==> src/rtl/mem_datos_pkg.sv <==
// mem_datos_pkg
// Shared types and constants for the data-memory arbiter:
//   - state_e      : access sequencer states (IDLE / ACCESS / RESP)
//   - WE_*         : write-enable encodings understood by the data memory
//   - MD_*_DEFAULT : default memory window (base address and depth)
//   - PORT_*       : requester ids used for grants and the latched winner
//   - addr_in_range: unsigned window check used before an access is issued
package mem_datos_pkg;

    typedef enum logic [1:0] {
        IDLE   = 2'd0,
        ACCESS = 2'd1,
        RESP   = 2'd2
    } state_e;

    localparam logic [1:0] WE_NONE = 2'b00;
    localparam logic [1:0] WE_WORD = 2'b01;
    localparam logic [1:0] WE_BYTE = 2'b10;
    localparam logic [1:0] WE_ILL  = 2'b11;

    localparam logic [31:0] MD_BASE_ADDR_DEFAULT = 32'hFFFF_0000;
    localparam int unsigned MD_DEPTH_DEFAULT     = 32'd65536;

    localparam logic PORT_CPU = 1'b0;
    localparam logic PORT_DMA = 1'b1;

    // Window check done in 33 bits so base+depth-1 can reach 0xFFFFFFFF
    // without wrapping.
    function automatic logic addr_in_range(input logic [31:0] addr,
                                           input logic [31:0] base,
                                           input logic [32:0] depth);
        logic [32:0] lo_v;
        logic [32:0] hi_v;
        lo_v = {1'b0, base};
        hi_v = lo_v + depth - 33'd1;
        return ({1'b0, addr} >= lo_v) && ({1'b0, addr} <= hi_v);
    endfunction

endpackage

==> src/rtl/mem_datos_arbiter_rr_arb2.sv <==
// rr_arb2
// Two-requester round-robin picker. Holds the id of the last granted port
// and hands a simultaneous request to the other one.
// Ports:
//   CLK    : clock, rising edge
//   RST    : synchronous active-low reset (last grant returns to DMA)
//   req    : request vector, bit PORT_CPU / bit PORT_DMA
//   update : commit the current grant as the new last grant
//   grant  : one-hot grant (all zero when nobody requests)
module rr_arb2
    import mem_datos_pkg::*;
(
    input  logic       CLK,
    input  logic       RST,
    input  logic [1:0] req,
    input  logic       update,
    output logic [1:0] grant
);

    logic       last_grant_r;
    logic [1:0] grant_s;

    // Grant selection: a lone requester always wins, a tie goes away from last_grant
    always_comb begin
        grant_s = 2'b00;
        case (req)
            2'b01:   grant_s = 2'b01;
            2'b10:   grant_s = 2'b10;
            2'b11: begin
                if (last_grant_r == PORT_DMA) begin
                    grant_s = 2'b01;
                end else begin
                    grant_s = 2'b10;
                end
            end
            default: grant_s = 2'b00;
        endcase
    end

    // Last-grant register, reset to DMA so the CPU wins the first tie
    always_ff @(posedge CLK) begin
        if (!RST) begin
            last_grant_r <= PORT_DMA;
        end else if (update && (grant_s != 2'b00)) begin
            last_grant_r <= grant_s[PORT_DMA] ? PORT_DMA : PORT_CPU;
        end else begin
            last_grant_r <= last_grant_r;
        end
    end

    assign grant = grant_s;

endmodule

==> src/rtl/mem_datos_arbiter.sv <==
// mem_datos_arbiter
// Shares the data memory between a CPU load/store port and a DMA/debug port.
// Each access runs IDLE -> ACCESS -> RESP; the winner's fields are latched in
// IDLE so requester-side changes mid-access are ignored. Out-of-window
// addresses and we=11 are answered with err=1 and never drive the memory.
// Ports:
//   CLK, RST                   : clock, synchronous active-low reset
//   cpu_* / dma_*              : req, we, addr, wword, wbyte in; ack, rdata, err out
//   mem_addr/wword/wbyte/we    : memory drive (idle values outside ACCESS)
//   mem_rdata                  : asynchronous memory read data
//   busy                       : high while the sequencer is not IDLE
module mem_datos_arbiter
    import mem_datos_pkg::*;
#(
    parameter logic [31:0] BASE_ADDR = MD_BASE_ADDR_DEFAULT,
    parameter int unsigned DEPTH     = MD_DEPTH_DEFAULT
) (
    input  logic        CLK,
    input  logic        RST,
    input  logic        cpu_req,
    input  logic [1:0]  cpu_we,
    input  logic [31:0] cpu_addr,
    input  logic [31:0] cpu_wword,
    input  logic [7:0]  cpu_wbyte,
    output logic        cpu_ack,
    output logic [31:0] cpu_rdata,
    output logic        cpu_err,
    input  logic        dma_req,
    input  logic [1:0]  dma_we,
    input  logic [31:0] dma_addr,
    input  logic [31:0] dma_wword,
    input  logic [7:0]  dma_wbyte,
    output logic        dma_ack,
    output logic [31:0] dma_rdata,
    output logic        dma_err,
    output logic [31:0] mem_addr,
    output logic [31:0] mem_wword,
    output logic [7:0]  mem_wbyte,
    output logic [1:0]  mem_we,
    input  logic [31:0] mem_rdata,
    output logic        busy
);

    state_e      state_r;
    logic        port_r;
    logic [1:0]  we_r;
    logic        err_r;

    logic        cpu_ack_r;
    logic [31:0] cpu_rdata_r;
    logic        cpu_err_r;
    logic        dma_ack_r;
    logic [31:0] dma_rdata_r;
    logic        dma_err_r;
    logic        busy_r;
    logic [31:0] mem_addr_r;
    logic [31:0] mem_wword_r;
    logic [7:0]  mem_wbyte_r;
    logic [1:0]  mem_we_r;

    logic [1:0]  req_s;
    logic [1:0]  grant_s;
    logic        arb_update_s;
    logic [1:0]  sel_we_s;
    logic [31:0] sel_addr_s;
    logic [31:0] sel_wword_s;
    logic [7:0]  sel_wbyte_s;
    logic        sel_err_s;
    logic [31:0] resp_rdata_s;

    assign req_s        = {dma_req, cpu_req};
    assign arb_update_s = (state_r == IDLE) && (req_s != 2'b00);

    rr_arb2 u_rr_arb2 (
        .CLK    (CLK),
        .RST    (RST),
        .req    (req_s),
        .update (arb_update_s),
        .grant  (grant_s)
    );

    // Winner field mux and the reject decision taken before anything is latched
    always_comb begin
        sel_we_s    = cpu_we;
        sel_addr_s  = cpu_addr;
        sel_wword_s = cpu_wword;
        sel_wbyte_s = cpu_wbyte;
        if (grant_s[PORT_DMA]) begin
            sel_we_s    = dma_we;
            sel_addr_s  = dma_addr;
            sel_wword_s = dma_wword;
            sel_wbyte_s = dma_wbyte;
        end else begin
            sel_we_s    = cpu_we;
            sel_addr_s  = cpu_addr;
            sel_wword_s = cpu_wword;
            sel_wbyte_s = cpu_wbyte;
        end
        sel_err_s = (sel_we_s == WE_ILL) ||
                    !addr_in_range(sel_addr_s, BASE_ADDR, 33'(DEPTH));
    end

    // Response data: memory word for a clean read, zero for writes and errors
    always_comb begin
        resp_rdata_s = 32'h0000_0000;
        if (!err_r && (we_r == WE_NONE)) begin
            resp_rdata_s = mem_rdata;
        end else begin
            resp_rdata_s = 32'h0000_0000;
        end
    end

    // Access sequencer with latched request fields and registered outputs
    always_ff @(posedge CLK) begin
        if (!RST) begin
            state_r     <= IDLE;
            port_r      <= PORT_CPU;
            we_r        <= WE_NONE;
            err_r       <= 1'b0;
            cpu_ack_r   <= 1'b0;
            cpu_rdata_r <= 32'h0000_0000;
            cpu_err_r   <= 1'b0;
            dma_ack_r   <= 1'b0;
            dma_rdata_r <= 32'h0000_0000;
            dma_err_r   <= 1'b0;
            busy_r      <= 1'b0;
            mem_addr_r  <= BASE_ADDR;
            mem_wword_r <= 32'h0000_0000;
            mem_wbyte_r <= 8'h00;
            mem_we_r    <= WE_NONE;
        end else begin
            case (state_r)
                IDLE: begin
                    if (req_s != 2'b00) begin
                        port_r  <= grant_s[PORT_DMA] ? PORT_DMA : PORT_CPU;
                        we_r    <= sel_we_s;
                        err_r   <= sel_err_s;
                        busy_r  <= 1'b1;
                        state_r <= ACCESS;
                        // The memory drive is loaded here so it is stable for the whole ACCESS cycle
                        if (!sel_err_s) begin
                            mem_addr_r  <= sel_addr_s;
                            mem_wword_r <= sel_wword_s;
                            mem_wbyte_r <= sel_wbyte_s;
                            mem_we_r    <= sel_we_s;
                        end else begin
                            mem_addr_r  <= BASE_ADDR;
                            mem_wword_r <= 32'h0000_0000;
                            mem_wbyte_r <= 8'h00;
                            mem_we_r    <= WE_NONE;
                        end
                    end else begin
                        busy_r  <= 1'b0;
                        state_r <= IDLE;
                    end
                end
                ACCESS: begin
                    if (port_r == PORT_DMA) begin
                        dma_ack_r   <= 1'b1;
                        dma_err_r   <= err_r;
                        dma_rdata_r <= resp_rdata_s;
                    end else begin
                        cpu_ack_r   <= 1'b1;
                        cpu_err_r   <= err_r;
                        cpu_rdata_r <= resp_rdata_s;
                    end
                    mem_addr_r  <= BASE_ADDR;
                    mem_wword_r <= 32'h0000_0000;
                    mem_wbyte_r <= 8'h00;
                    mem_we_r    <= WE_NONE;
                    state_r     <= RESP;
                end
                RESP: begin
                    cpu_ack_r   <= 1'b0;
                    cpu_err_r   <= 1'b0;
                    cpu_rdata_r <= 32'h0000_0000;
                    dma_ack_r   <= 1'b0;
                    dma_err_r   <= 1'b0;
                    dma_rdata_r <= 32'h0000_0000;
                    busy_r      <= 1'b0;
                    state_r     <= IDLE;
                end
                default: begin
                    cpu_ack_r   <= 1'b0;
                    dma_ack_r   <= 1'b0;
                    busy_r      <= 1'b0;
                    mem_we_r    <= WE_NONE;
                    state_r     <= IDLE;
                end
            endcase
        end
    end

    assign cpu_ack   = cpu_ack_r;
    assign cpu_rdata = cpu_rdata_r;
    assign cpu_err   = cpu_err_r;
    assign dma_ack   = dma_ack_r;
    assign dma_rdata = dma_rdata_r;
    assign dma_err   = dma_err_r;
    assign busy      = busy_r;
    assign mem_addr  = mem_addr_r;
    assign mem_wword = mem_wword_r;
    assign mem_wbyte = mem_wbyte_r;
    // Reset low forces the write enable off so a reset edge can never commit a write
    assign mem_we    = RST ? mem_we_r : WE_NONE;

endmodule

==> config.mk <==
export PLATFORM = sky130hd
export DESIGN_NAME = mem_datos_arbiter
export DESIGN_NICKNAME = d
export VERILOG_FILES = /design/src/rtl/mem_datos_pkg.sv /design/src/rtl/mem_datos_arbiter_rr_arb2.sv /design/src/rtl/mem_datos_arbiter.sv
export SDC_FILE = /design/constraint.sdc
export NUM_CORES = 1
export LEC_CHECK = 0
export CORE_AREA = 4 4 133 135
export CTS_BUF_LIST = sky130_fd_sc_hd__clkbuf_2
export DETAILED_ROUTE_END_ITERATION = 8
export DIE_AREA = 0 0 137 139
export PLACE_DENSITY = 0.76
export SLEW_MARGIN = 10
export SYNTH_ARGS = -nofsm -noshare
export SYNTH_HDL_FRONTEND = slang
export SYNTH_SLANG_ARGS = --single-unit
==> constraint.sdc <==
create_clock -name CLK -period 1.6 [get_ports CLK]
set_clock_uncertainty 0.15 [all_clocks]
set_input_delay 0.24 -clock CLK [delete_from_list [all_inputs] [get_ports CLK]]
set_output_delay 0.24 -clock CLK [all_outputs]
set_load 0.05 [all_outputs]
==> results of run 1 <==
-- power groups by stage --
stage                     Sequential [mW]  Clock (mW)  Combinational [mW]
after floorplan                      4.19           0               0.557
after global placement               3.99           0                1.91
after detailed placement             4.00           0                1.94
after CTS                            3.93        2.13                2.56
after global routing                 3.90        2.37                3.16
final                                3.89        2.23                3.08
-- cell families (layout without fill, tap and decap cells) --
logic type,Yosys count,in the layout,share of synthesized area [%]
AOI/OAI and AO/OA,149,149,16.7
other,0,8,0
and+or+nand+nor,237,237,18.7
DFF,150,150,51.1
buffers and inverters,50,591,3.62
muxes,58,58,9.89
-- area by class of cell --
class	instances	area share (%)
Timing Repair Buffer	558	49.4
Multi-Input combinational cell	444	25.0
Sequential cell	150	22.1
Tap cell	220	1.85
Clock inverter	15	0.935
Clock buffer	17	0.573
Antenna cell	8	0.135
Inverter	1	0.0253
-- worst max-delay path, cell delays in order (launching register included) --
cell	delay (ns)
dfxtp_2	0.37
buf_6	0.12
nor2b_4	0.13
nor4_4	0.21
buf_12	0.16
buf_12	0.11
buf_12	0.11
buf_12	0.12
nand3_1	0.10
a21boi_0	0.25
-- metrics by stage --
step | TNS [ns] | instance area [um2]
floorplan | -1.64 | 5920
global placement | -31.86 | 11200
detailed placement | -36.45 | 11200
CTS | -26.00 | 13300
global route | -44.93 | 14800
finish | -30.20 | 14800
-- final timing paths --
check,cells past startpoint,start,endpoint
worst max register to register,9,state_r[1],cpu_rdata[13]
worst max-delay path,9,state_r[1],cpu_rdata[13]
worst min-delay path,4,RST,state_r[0]
worst min register to register,2,cpu_rdata[21],cpu_rdata[21]
-- state kept, by name (all words and copies together), names as in the netlist, 2 cells and up --
signal,count
cpu_rdata,32
dma_rdata,32
mem_addr,32
mem_wword,32
mem_wbyte,8
mem_we_r,2
state_r,2
we_r,2
-- placed cells by master, fill, tap and decap left out, types with 28 or more instances in the layout --
| cell | netlist | layout |
|---|---|---|
| dlygate4sd3_1 | 0 | 105 |
| nand2_1 | 122 | 91 |
| a21boi_1 | 3 | 31 |
| buf_4 | 0 | 70 |
| o21ai_2 | 0 | 44 |
| clkdlybuf4s50_1 | 0 | 182 |
| dfxtp_2 | 0 | 102 |
| buf_12 | 0 | 164 |
| nand3_2 | 0 | 28 |
| mux2i_1 | 58 | 57 |
| dfxtp_4 | 0 | 42 |
| a21boi_2 | 1 | 28 |
-- layer usage --
layer | track usage [%] | up-vias
li1 | - | 3318
met3 | 8.89 | 206
met4 | 16.7 | 0
met2 | 53.6 | 507
met1 | 31.8 | 3841
met5 | 0 | -
-- repair_timing --
item,in CTS,in global routing
setup endpoints to repair,247,282
hold endpoints to repair,131,78
gates cloned,9,17
hold buffers,104,2
gates resized for setup,261,275
pin swaps,53,125
buffers inserted,25,44
==> flow_metrics.py, run 1 <==
metrics = {
    "floorplan": {
        "core_area_mm2": 0.0165,
        "dieArea_mm2": 0.0190,
        "rows": 47,
        "pin_count": 327,
        "die_y_um": 139,
        "die_x_um": 137,
        "start_util_pct": 35.7,
    },
    "logic_synthesis": {
        "synth_top_area_cell": "dfxtp_1",
        "ys_top_cells_by_count": "150 x dfxtp_1, 122 x nand2_1, 67 x nand3_1, 60 x a21boi_0, 58 x mux2i_1",
        "syn-mean-instance-area_um2": 9.12,
        "syn_inst": 644,
        "synth-edff-count": 0,
        "ys_seq_elements": 150,
        "syn_area_mm2": 0.00587,
        "yosysMostFrequentCell": "dfxtp_1",
        "yosys-top-cells-area": "dfxtp_1 51%, mux2i_1 9.9%, nand2_1 7.8%, a21boi_0 7.7%, nand3_1 5.7%",
        "syn_nets": 828,
        "yosysWarnings": 0,
        "ys_types": 33,
        "async_flop_share_pct": 0,
        "ys.flop_type": "dfxtp_1",
        "synth_top_area_share_pct": 51.1,
        "synth.yosys.seq_area_share_pct": 51.1,
    },
    "final_layout": {
        "nFillCells": 582,
        "syn2layout_area_growth_pct": 153,
        "seq_area_mm2": 0.00329,
        "fin_nets": 1356,
        "drive_gt1_share_pct": 52.7,
        "multi_input_area_mm2": 0.00370,
        "post-route-util_pct": 90.2,
        "final_cell_count_no_fill": 1413,
    },
    "global_route": {
        "track_usage_pct": 30.3,
        "grt_pass1_vias": 7589,
        "grt_overflow": 0,
        "antenna_found_initial": 8,
        "grt_pass1_wl_um": 44000,
        "grt_start_max_net_pins": 77,
    },
    "clocking": {
        "cts_tree": "done",
        "cts_buffers": 17,
        "cts_num_sinks": 150,
        "cts_buffer_depth": 2,
        "clk_pin_slew_worst_paths_ns": 0.24,
        "htreeDepth": 4,
        "cts-root-buf": "clkbuf_2",
        "clk_latency_ns": 0.72,
    },
    "route": {
        "drt-total-wl_um": 38200,
        "route.met3.wl_um": 2760,
        "vias": 7872,
        "met1Wirelength_um": 12700,
        "top_layer": "met4",
        "detail-route-antenna-nets": 0,
        "viasPerCell": 5.57,
        "drtIter0Drc": 464,
        "wl_met2_um": 19700,
        "wl_per_cell_um": 27.0,
        "drc": 0,
        "first_pass_iters": 5,
    },
    "pwr": {
        "p_comb_share_pct": 33.5,
        "cellLeakagePower_nw": 5.83,
        "pwr-share-clk_pct": 24.3,
        "power_density_mw_per_mm2": 620,
        "peakVddDrop_mv": 0.858,
        "p_seq_share_pct": 42.3,
        "p_int_mw": 6.12,
        "swShare_pct": 33.5,
        "finalPower_mw": 9.21,
        "power_switching_mw": 3.09,
    },
    "timing": {
        "max_freq_mhz": 530,
        "setup_viol": 266,
        "hold_ws_ns": -0.160,
        "setup_ws_ns": -0.288,
        "rsz0062_at_grt": "true",
        "period_share_pct": 118,
        "hold_viol_final": 73,
        "fin_crit_ns": 1.89,
        "report.final.slew_viol_count": 0,
        "worst_pin_slew_ns": 0.461,
        "slew_headroom_pct": 68.4,
    },
    "placement": {
        "place_hpwl_um": 16900,
        "port_buffers": 326,
        "dp.cells": 1185,
        "gp_congestion": 0.861,
        "dp_slack_ns": -0.560,
    },
    "critical_path": {
        "crit_type": "register to register",
        "critPathMaxFanout": 6,
        "setup.worst_path.start_class": "register",
        "regToRegSetupSlack_ns": -0.29,
        "worstPathArrival_ns": 2.41,
        "cp.required_ns": 2.12,
        "cp-end-kind": "register",
    },
    "outcome": {
        "status": "finished with violations",
        "violations": "hold timing, setup timing",
    },
    "worst_hold_path": {
        "hold_path_class": "input pin to register",
    },
    "flow_run": {
        "cap_violations": 0,
    },
}
(Power assumes the default switching activity.)
==> run 2, diff against run 1 <==
MAX_ROUTING_LAYER = met4   (was unset)
==> flow_metrics.py, run 2 (synthesis gave the netlist of run 1 again) <==
metrics = {
    "placement": {
        "gp_congestion": 0.875,
        "dp.cells": 1185,
        "place_hpwl_um": 16900,
        "place_area_mm2": 0.0112,
        "dp_slack_ns": -0.560,
        "port_buffers": 326,
    },
    "route": {
        "drtIter0Drc": 460,
        "viasPerCell": 5.60,
        "detail-route-antenna-nets": 0,
        "wl_per_cell_um": 27.0,
        "drc": 0,
        "vias": 7908,
        "drt-total-wl_um": 38100,
        "first_pass_iters": 7,
    },
    "clocking": {
        "clk_pin_slew_worst_paths_ns": 0.26,
        "cts_buffers": 17,
        "clk_latency_ns": 0.79,
        "cts-root-buf": "clkbuf_2",
        "cts_tree": "done",
        "cts_num_sinks": 150,
        "cts_buffer_depth": 2,
        "htreeDepth": 4,
    },
    "floorplan": {
        "start_util_pct": 35.7,
        "core_area_mm2": 0.0165,
        "pin_count": 327,
        "dieArea_mm2": 0.0190,
        "rows": 47,
        "die_x_um": 137,
        "die_y_um": 139,
    },
    "critical_path": {
        "r2r_start": "state_r[0]",
        "cp.required_ns": 2.21,
        "worstPathArrival_ns": 2.51,
        "regToRegSetupSlack_ns": -0.30,
        "crit_type": "register to register",
        "rr_worst_depth": 6,
        "critPathMaxFanout": 8,
        "cp-end-kind": "register",
        "setup.worst_path.start_class": "register",
        "r2r-end": "mem_wword[19]",
    },
    "final_layout": {
        "drive_gt1_share_pct": 52.4,
        "fin_nets": 1354,
        "final_common_cell": "clkdlybuf4s50_1",
        "layout_common_cells": "182 x clkdlybuf4s50_1, 165 x buf_12, 105 x dlygate4sd3_1",
        "final_cell_count_no_fill": 1411,
        "design_area_mm2": 0.0148,
        "post-route-util_pct": 90.1,
        "syn2layout_area_growth_pct": 153,
    },
    "global_route": {
        "track_usage_pct": 31.3,
        "grt_pass1_vias": 7591,
        "grt_start_max_net_pins": 77,
        "antenna_found_initial": 7,
        "grt_overflow": 0,
        "grt_pass1_wl_um": 44000,
    },
    "pwr": {
        "power_density_mw_per_mm2": 622,
        "finalPower_mw": 9.22,
        "cellLeakagePower_nw": 5.82,
        "peakVddDrop_mv": 0.658,
    },
    "timing": {
        "fin_crit_ns": 1.90,
        "report.final.slew_viol_count": 0,
        "rsz0062_at_grt": "true",
        "hold_ws_ns": -0.237,
        "max_freq_mhz": 526,
        "worst_pin_slew_ns": 0.559,
        "setup_viol": 267,
        "period_share_pct": 119,
        "setup_ws_ns": -0.300,
        "hold_viol_final": 75,
        "slew_headroom_pct": 62.8,
    },
    "worst_hold_path": {
        "min_path_cells": 4,
        "hp-start": "RST",
        "hold_path_class": "input pin to register",
        "hold-path-endpoint": "state_r[0]",
    },
    "flow_run": {
        "cap_violations": 0,
    },
    "outcome": {
        "status": "finished with violations",
        "violations": "hold timing, setup timing",
    },
}
==> run 2: cell types whose count changed in the layout (fill, tap and decap cells not counted), sizes merged <==
| cell | previous run | this run |
|---|---|---|
| buf | 258 | 256 |
==> run 2: cell type report <==
class | instances | area, um2
clock inverter | 15 | 139
antenna | 8 | 20.0
inverter | 1 | 3.75
fill | 584 | 1630
clock buffer | 17 | 85.1
tap | 220 | 275
multi-input combinational | 444 | 3700
sequential | 150 | 3290
timing repair buffer | 556 | 7330
==> run 2: how the worst max path moves through the flow <==
stage                         end          from  cells past startpoint  slack (ns)
finish              mem_wword[19]    state_r[0]                      6       -0.30
detailed placement   mem_addr[15]  dma_addr[31]                      6       -0.56
CTS                     mem_we[1]   mem_we_r[1]                      2       -0.21
global placement     mem_addr[15]       cpu_req                      6       -0.48
global route        mem_wword[19]    state_r[0]                      6       -0.31
floorplan            cpu_rdata[0]    state_r[0]                      6       -0.03
==> run 2: timing repair <==
action	4_1_cts	5_1_grt
pin swaps	53	123
setup endpoints to repair	247	282
gates resized for setup	261	269
hold buffers	104	2
gates cloned	9	18
buffers inserted	25	41
hold endpoints to repair	131	78
==> run 2: through the flow <==
stage | TNS (ns) | hold slack, ns
4_1_cts | -26.00 | -0.252
5_1_grt | -51.87 | -0.282
3_5_place_dp | -36.45 | 0.328
2_1_floorplan | -1.64 | 0.241
6_report | -38.39 | -0.237
3_3_place_gp | -31.86 | 0.322
==> run 2: layer usage <==
metal  vias to the layer above  share of wire (%)  wire length, um  GRT usage, %
met3                       217                7.6             2900          9.40
met4                         0                8.1             3080          16.8
met5                         -                  0                0             -
li1                       3321                  -                -             -
met1                      3844                 34            12900          31.7
met2                       526                 51            19300          53.6
==> run 2: critical path: stages, from the launching register on <==
cell and delay (ns):
dfxtp_4 0.42, o21bai_4 0.20, a2111oi_4 0.37, a32oi_4 0.14, buf_12 0.20, clkbuf_16 0.19, o21ai_4 0.19
==> run 2: power breakdown <==
part | total (mW) | switching [mW] | internal (mW) | leakage [nW]
combinational | 3.10 | 1.44 | 1.66 | 4.42
clock | 2.23 | 1.54 | 0.688 | 0.126
sequential | 3.89 | 0.107 | 3.79 | 1.28
total | 9.22 | 3.09 | 6.13 | 5.82
